**src/rtl/dma_sync_pkg.sv**
```systemverilog
// Shared constants and types for the toggle-based DMA request CDC receivers.
package dma_sync_pkg;

  localparam int unsigned DMA_CNT_W    = 4;
  localparam logic        DMA_ACK_INIT = 1'b0;

  typedef logic [DMA_CNT_W-1:0] pend_cnt_t;

endpackage

```
**src/rtl/dma_req_toggle_rx_if.sv**
```systemverilog
// Valid/ready request handshake between the toggle receiver and the DMA engine.
interface dma_req_toggle_rx_if;

  logic req_valid;
  logic req_ready;

  modport master (output req_valid, input  req_ready);
  modport slave  (input  req_valid, output req_ready);

endinterface

```
**src/rtl/dma_req_toggle_rx_tgl_edge_det.sv**
```systemverilog
// Toggle-level change detector: one-cycle event on every rising or falling transition.
module tgl_edge_det #(
  parameter logic RST_VAL = 1'b0
) (
  input  logic clk,
  input  logic rst,
  input  logic tgl_i,
  output logic req_evt_o
);

  logic tgl_q;

  always_ff @(posedge clk) begin
    if (rst) tgl_q <= RST_VAL;
    else     tgl_q <= tgl_i;
  end

  assign req_evt_o = tgl_i ^ tgl_q;

endmodule

```
**src/rtl/dma_req_toggle_rx.sv**
```systemverilog
// DMA-domain request receiver: queues toggle events as pending requests and returns an ack toggle.
module dma_req_toggle_rx
  import dma_sync_pkg::*;
#(
  parameter int unsigned CNT_W    = DMA_CNT_W,
  parameter logic        ACK_INIT = DMA_ACK_INIT
) (
  input  logic                     clk,
  input  logic                     rst,
  input  logic                     req_tgl_i,
  dma_req_toggle_rx_if.master      req_if,
  output logic                     ack_tgl_o,
  output logic [CNT_W-1:0]         pend_cnt_o,
  output logic                     ovf_o,
  input  logic                     ovf_clr_i,
  output logic                     busy_o
);

  localparam logic [CNT_W-1:0] CNT_MAX = '1;
  localparam logic [CNT_W-1:0] CNT_ONE = CNT_W'(1);

  logic [CNT_W-1:0] pend_cnt_q, pend_cnt_d;
  logic             ovf_q, ovf_d;
  logic             ack_q, ack_d;
  logic             ack_pend_q, ack_pend_d;
  logic             req_evt;
  logic             valid;
  logic             acc;

  tgl_edge_det #(.RST_VAL(1'b0)) u_edge (
    .clk       (clk),
    .rst       (rst),
    .tgl_i     (req_tgl_i),
    .req_evt_o (req_evt)
  );

  // valid comes straight from the counter register, so ready never reaches it
  assign valid = (pend_cnt_q != '0);
  assign acc   = valid & req_if.req_ready;

  always_comb begin
    pend_cnt_d = pend_cnt_q;
    ovf_d      = ovf_q & ~ovf_clr_i;
    ack_d      = ack_q ^ acc;
    ack_pend_d = acc;
    if (req_evt && !acc) begin
      if (pend_cnt_q == CNT_MAX) ovf_d = 1'b1;
      else                       pend_cnt_d = pend_cnt_q + CNT_ONE;
    end else if (!req_evt && acc) begin
      pend_cnt_d = pend_cnt_q - CNT_ONE;
    end
  end

  always_ff @(posedge clk) begin
    if (rst) begin
      pend_cnt_q <= '0;
      ovf_q      <= 1'b0;
      ack_q      <= ACK_INIT;
      ack_pend_q <= 1'b0;
    end else begin
      pend_cnt_q <= pend_cnt_d;
      ovf_q      <= ovf_d;
      ack_q      <= ack_d;
      ack_pend_q <= ack_pend_d;
    end
  end

  assign req_if.req_valid = valid;
  assign ack_tgl_o        = ack_q;
  assign pend_cnt_o       = pend_cnt_q;
  assign ovf_o            = ovf_q;
  assign busy_o           = valid | ack_pend_q;

endmodule

```
**src/flat_wrapper.sv**
```systemverilog
// flat-port wrapper written by rule: the top's interface ports become plain ports
module dma_req_toggle_rx_flat import dma_sync_pkg::*;
#(
  parameter int unsigned CNT_W    = DMA_CNT_W,
  parameter logic        ACK_INIT = DMA_ACK_INIT
)
  (clk, rst, req_tgl_i, ack_tgl_o, pend_cnt_o, ovf_o, ovf_clr_i, busy_o, req_if_req_valid, req_if_req_ready);
  dma_req_toggle_rx_if req_if_i ();
  input  logic clk;
  input  logic rst;
  input  logic req_tgl_i;
  output logic ack_tgl_o;
  output logic [CNT_W-1:0] pend_cnt_o;
  output logic ovf_o;
  input  logic ovf_clr_i;
  output logic busy_o;
  output wire logic [$bits(req_if_i.req_valid)-1:0] req_if_req_valid;
  input wire logic [$bits(req_if_i.req_ready)-1:0] req_if_req_ready;
  assign req_if_req_valid = req_if_i.req_valid;
  assign req_if_i.req_ready = req_if_req_ready;
  dma_req_toggle_rx #(.CNT_W(CNT_W), .ACK_INIT(ACK_INIT)) u_core (.clk(clk), .rst(rst), .req_tgl_i(req_tgl_i), .req_if(req_if_i), .ack_tgl_o(ack_tgl_o), .pend_cnt_o(pend_cnt_o), .ovf_o(ovf_o), .ovf_clr_i(ovf_clr_i), .busy_o(busy_o));
endmodule
```
**config.mk**
```make
export PLATFORM = sky130hd
export DESIGN_NAME = dma_req_toggle_rx_flat
export DESIGN_NICKNAME = d
export VERILOG_FILES = /design/src/rtl/dma_sync_pkg.sv /design/src/rtl/dma_req_toggle_rx_if.sv /design/src/rtl/dma_req_toggle_rx_tgl_edge_det.sv /design/src/rtl/dma_req_toggle_rx.sv /design/src/flat_wrapper.sv
export SDC_FILE = /design/constraint.sdc
export NUM_CORES = 1
export LEC_CHECK = 0
export CAP_MARGIN = 20
export CORE_AREA = 2 2 39 41
export DETAILED_ROUTE_END_ITERATION = 12
export DIE_AREA = 0 0 41 43
export MAX_ROUTING_LAYER = met4
export PLACE_DENSITY = 0.71
export SLEW_MARGIN = 15
export SYNTH_ARGS = -nofsm -noshare
export SYNTH_HDL_FRONTEND = slang
export SYNTH_SLANG_ARGS = --single-unit
```
**constraint.sdc**
```tcl
create_clock -name clk -period 2.7 [get_ports clk]
set_clock_uncertainty 0.05 [all_clocks]
set_input_delay 0.405 -clock clk [delete_from_list [all_inputs] [get_ports clk]]
set_output_delay 0.405 -clock clk [all_outputs]
set_load 0.01 [all_outputs]
```
* Word level (Yosys, flattened, before mapping)
Cells that the tools add are included.
** Storage, ports and cells
- Flip-flop bits (word level) :: 8
- Bits in latches :: 0
- Memory bits (writable) :: 0
- Memory bits (read-only) :: 0
- Memories kept :: 0
** Operators by class
- $add $sub $neg :: 2
- Multipliers :: 0
- Divide/modulo/power cells :: 0
- Magnitude comparators :: 0
- Eq/ne operators :: 2
- Shift-type cells :: 0
- Multiplexer cells :: 5
- Bitwise logic cells :: 6
- Reductions and logical operators :: 7
** Operators by type and width (count)
- 4-bit two-way mux :: 3
- 4-bit by 1-bit adder with 4-bit output (second input constant) :: 1
- 4-bit equality test (second input constant) :: 1
- 4-bit nonzero test :: 1
- 4-bit by 1-bit subtractor with 4-bit output (second input constant) :: 1
- 1-bit bitwise AND :: 2
- 1-bit logical AND :: 2
- 1-bit logical NOT :: 2
- 1-bit two-way mux :: 2
- 2-bit inequality test (second input constant) :: 1
- 2-bit AND reduction :: 1
- 2-bit nonzero test :: 1
- 1-bit bitwise XOR :: 2
- 1-bit NOT :: 1
- 1-bit bitwise OR :: 1

* Longest topological paths before layout
- Depth in word-level cells :: 6
- Mapped depth :: 9
- Gate-level depth less buffers :: 8

* Cells and area by module
A second synthesis with hierarchy kept.
** Unflattened totals
- Cells, all modules :: 51
- Area, all modules :: 452.9 um^2
** Modules (own cells, without submodules)
- dma_req_toggle_rx :: instances 1, cells an instance 48, area an instance 417.9 um^2, sequential area each 140.1 um^2
- tgl_edge_det :: instances 1, cells an instance 3, area an instance 35.0 um^2, sequential area each 20.0 um^2

* Least setup slack after synthesis
No wires, ideal clock.
- Path kind :: reg-to-reg
- Start point :: register u_core.pend_cnt_q[1] (netlist: u_core.pend_cnt_o[1])
- End point :: register u_core.pend_cnt_q[3] (netlist: u_core.pend_cnt_o[3])
- Setup time :: 0.074 ns
- Arrival :: 1.984 ns
- Setup slack :: 0.592 ns
- Stages on the path, launching flop included :: 8
- Buffers on the path :: 1
- Clock period less this slack :: 2.108 ns
- Path through :: dfxtp_1 > buf_6 > o41ai_4 > nand2_2 > ha_1 > a21oi_1 > or4b_1 > a31oi_1
** Between the ends
- Longest elaborated chain between the ends :: 6
- Elaborated cells between the ends (all ways) :: 14
- Those cells by class :: add/sub: 2; eq/ne: 2; mux: 3; bitwise: 1; reduce/logical: 6
** RTL lines
- from (decl) :: line dma_req_toggle_rx.sv:22 : logic [CNT_W-1:0] pend_cnt_q, pend_cnt_d;
- from (signal assigned) :: line dma_req_toggle_rx.sv:61 : pend_cnt_q <= pend_cnt_d;
- 4-bit nonzero test :: line dma_req_toggle_rx.sv:38 : assign valid = (pend_cnt_q != '0);
- 1-bit bitwise AND :: line dma_req_toggle_rx.sv:39 : assign acc = valid & req_if.req_ready;
- 1-bit logical NOT :: line dma_req_toggle_rx.sv:46 : if (req_evt && !acc) begin
- 1-bit logical AND :: line dma_req_toggle_rx.sv:46
- 2-bit inequality test (no source line) / 2-bit nonzero test (equally long branches)
- 2-bit AND reduction (no source line)
Parallel ways exist; a longest one is shown, timed or not. The select of a mux whose other input is x is not followed.
A chain may end at the register's enable or synchronous reset.

* Worst setup path in the final report
- Start point :: register u_core.pend_cnt_q[1] (netlist: u_core.pend_cnt_o[1])
- End point :: output busy_o
** Between the ends
- Longest elaborated chain between the ends :: 2
** RTL lines
- 4-bit nonzero test :: line dma_req_toggle_rx.sv:38
- 1-bit bitwise OR :: line dma_req_toggle_rx.sv:72 : assign busy_o = valid | ack_pend_q;
- to (decl) :: line flat_wrapper.sv:16 : output logic busy_o;
No other way between the ends.

==> flow_metrics.tcl <==
set metrics [dict create \
    netlist.area_leader.share_pct 31.4 \
    clockPowerShare_pct 14.0 \
    dpl.hpwl_um 769 \
    critPathKind "flip-flop to output pin" \
    p_seq_share_pct 32.3 \
    arrival_ns 2.14 \
    clk_root_buffer_cell "clkbuf_4" \
    synth_cell_types 32 \
    ys_async_sr_fraction_pct 0 \
    setup_viol 0 \
    rsz0062_at_grt "no" \
    crit_path_start_kind "flip-flop" \
    p_sw_mw 0.263 \
    synthCells 55 \
    worstHoldPathType "flip-flop to flip-flop" \
    n_antenna_cell 0 \
    synth_area_leader_cell "dfxtp_1" \
    post_cts_buffers 0 \
    required_ns 2.25 \
    drv_slew 0 \
    vias 474 \
    holdBufCountCts 0 \
    endpoint_kind "output pin" \
    io_buffers 12 \
    multi_input_area_um2 327 \
    critPathMaxFanout 11 \
    synth_warnings 0 \
    synth_ff_type "dfxtp_1" \
    clkTransAtPathRegs_ns 0.06 \
    comb_power_share_pct 53.7 \
    initial_core_util_pct 36.8 \
    wl_per_cell_um 12.7 \
    synth_area_leaders "dfxtp_1 (31%), nor3_1 (5.9%), o41ai_4 (5.4%)" \
    p_leak_nw 0.231 \
    antenna_found_initial 0 \
    io_pins 13 \
    maxCapViolCount 0 \
    cts_resized 0 \
    timing.setup.tns_ns 0 \
    p_total_mw 0.665 \
    syn_nets 62 \
    die_w_um 41 \
    cts_buffer_depth 2 \
    layout_min_cycle_time_ns 2.60 \
    layout-drive-gt1-share_pct 16.2 \
    pwr_density_cell_nw_per_um2 1020 \
    synth_edf_count 0 \
    worstMarginPinSlew_ns 0.619 \
    numCtsBuffers 3 \
    final_cell_mix "clkdlybuf4s50_1 (12), dfxtp_1 (8), nor3_1 (6)" \
    intPower_mw 0.403 \
    syn_area_per_cell_um2 9.26 \
    rows 14 \
    layout_commonest_cell "clkdlybuf4s50_1" \
    gp_congestion 0.891 \
    ff2ff_setup_slack_ns 0.37 \
    placed_area_um2 631 \
    ant_nets 0 \
    cts_tree "yes" \
    hold_viol 0 \
    grt_pass1_vias 427 \
    switching_share_pct 39.5 \
    clock_latency_ns 0.25 \
    regArea_um2 160 \
    netlist_area_um2 509 \
    drc 0 \
    yosysSeqAreaShare_pct 31.4 \
    grt_max_degree 12 \
    outcome "complete, no violations" \
    area.growth.synth_to_final_pct 28.3 \
    min_period_over_period_pct 96.3 \
    fmaxAchievable_mhz 385 \
    fin_hold_ws_ns 0.439 \
    overflow 0 \
    layout.nets 77 \
    core_um2 1380 \
    relSlewSlack_pct 57.7 \
    avgViaCountPerCell 5.64 \
    vdd_drop_max_mv 0.431 \
    grt_pass1_wl_um 1810 \
    drtPass1Iterations 4 \
    wl_um 1060 \
    h-tree-depth 1 \
    drt_iter0_drc 12 \
    clock_sinks 8 \
    die_y_um 43 \
    stdcell_area_um2 653 \
    track_usage_pct 15.9 \
    die_area_um2 1760 \
    synth-seq-cells 8 \
    fillCellCount 153 \
]
-- critical path, cell delays in order, from the launching register on --
cell and delay, ns:
dfxtp_1 0.43, or4_2 0.71, or2_2 0.29, clkdlybuf4s50_1 0.47
-- sequential cells by signal (all words and copies together), names as in the netlist --
name                 count
u_core.ack_pend_q        1
u_core.ack_tgl_o         1
u_core.ovf_o             1
u_core.pend_cnt_o        4
u_core.u_edge.tgl_q      1
-- cell usage after synthesis (all sizes together) (4+ instances only) --
cell type / instances
dfxtp: 8
nor3: 7
nor2: 4
a21oi: 4
-- power groups by stage --
| stage | logic, mW | clock network, mW | registers, mW |
|---|---|---|---|
| 2_1_floorplan | 0.228 | 0 | 0.208 |
| 3_3_place_gp | 0.350 | 0 | 0.215 |
| 3_5_place_dp | 0.357 | 0 | 0.217 |
| 4_1_cts | 0.358 | 0.0972 | 0.215 |
| 5_1_grt | 0.404 | 0.104 | 0.221 |
| 6_report | 0.358 | 0.0930 | 0.215 |
-- metrics by stage --
stage | util (%) | instances | setup slack (ns)
after floorplan | - | 55 | 0.592
after global routing | 47.2 | 84 | 0.00784
after global placement | 45.6 | 81 | 0.240
after CTS | 47.2 | 84 | 0.0897
final | 47.2 | 84 | 0.100
after detailed placement | 45.6 | 81 | 0.124
-- cells by family (layout without fill, tap and decap cells) --
family                   count (synthesis)  after routing  share of synthesized area, %
AO/OA/AOI/OAI                           15             15                          24.1
flip-flops                               8              8                          31.4
adder cells (fa/ha/maj)                  2              2                          4.91
XOR/XNOR                                 4              4                          8.36
AND/OR/NAND/NOR                         23             23                          26.8
buffers and inverters                    3             16                          4.42
-- per-layer routing --
metal / share of wire (%) / track usage [%]
met1: 46 / 20.1
met2: 48 / 21.3
met3: 5.9 / 6.28
met4: 0 / 8.00
met5: 0 / -
-- final cells by class --
class | count | area share, %
clock buffer | 3 | 3.45
inverter | 1 | 0.575
multi-input combinational | 44 | 50.0
sequential | 8 | 24.5
tap | 16 | 3.07
timing repair buffer | 12 | 18.4
-- final timing paths --
check / from / endpoint / cells past startpoint
setup / recovery: u_core.pend_cnt_o[1]$_SDFFE_PP0P_ / busy_o / 3
hold / removal: u_core.ovf_o$_SDFF_PP0_ / u_core.ovf_o$_SDFF_PP0_ / 2
hold reg to reg: u_core.ovf_o$_SDFF_PP0_ / u_core.ovf_o$_SDFF_PP0_ / 2
setup reg to reg: u_core.pend_cnt_o[1]$_SDFFE_PP0P_ / u_core.pend_cnt_o[3]$_SDFFE_PP0P_ / 6
Note: power is estimated with default switching activity, not from simulation.
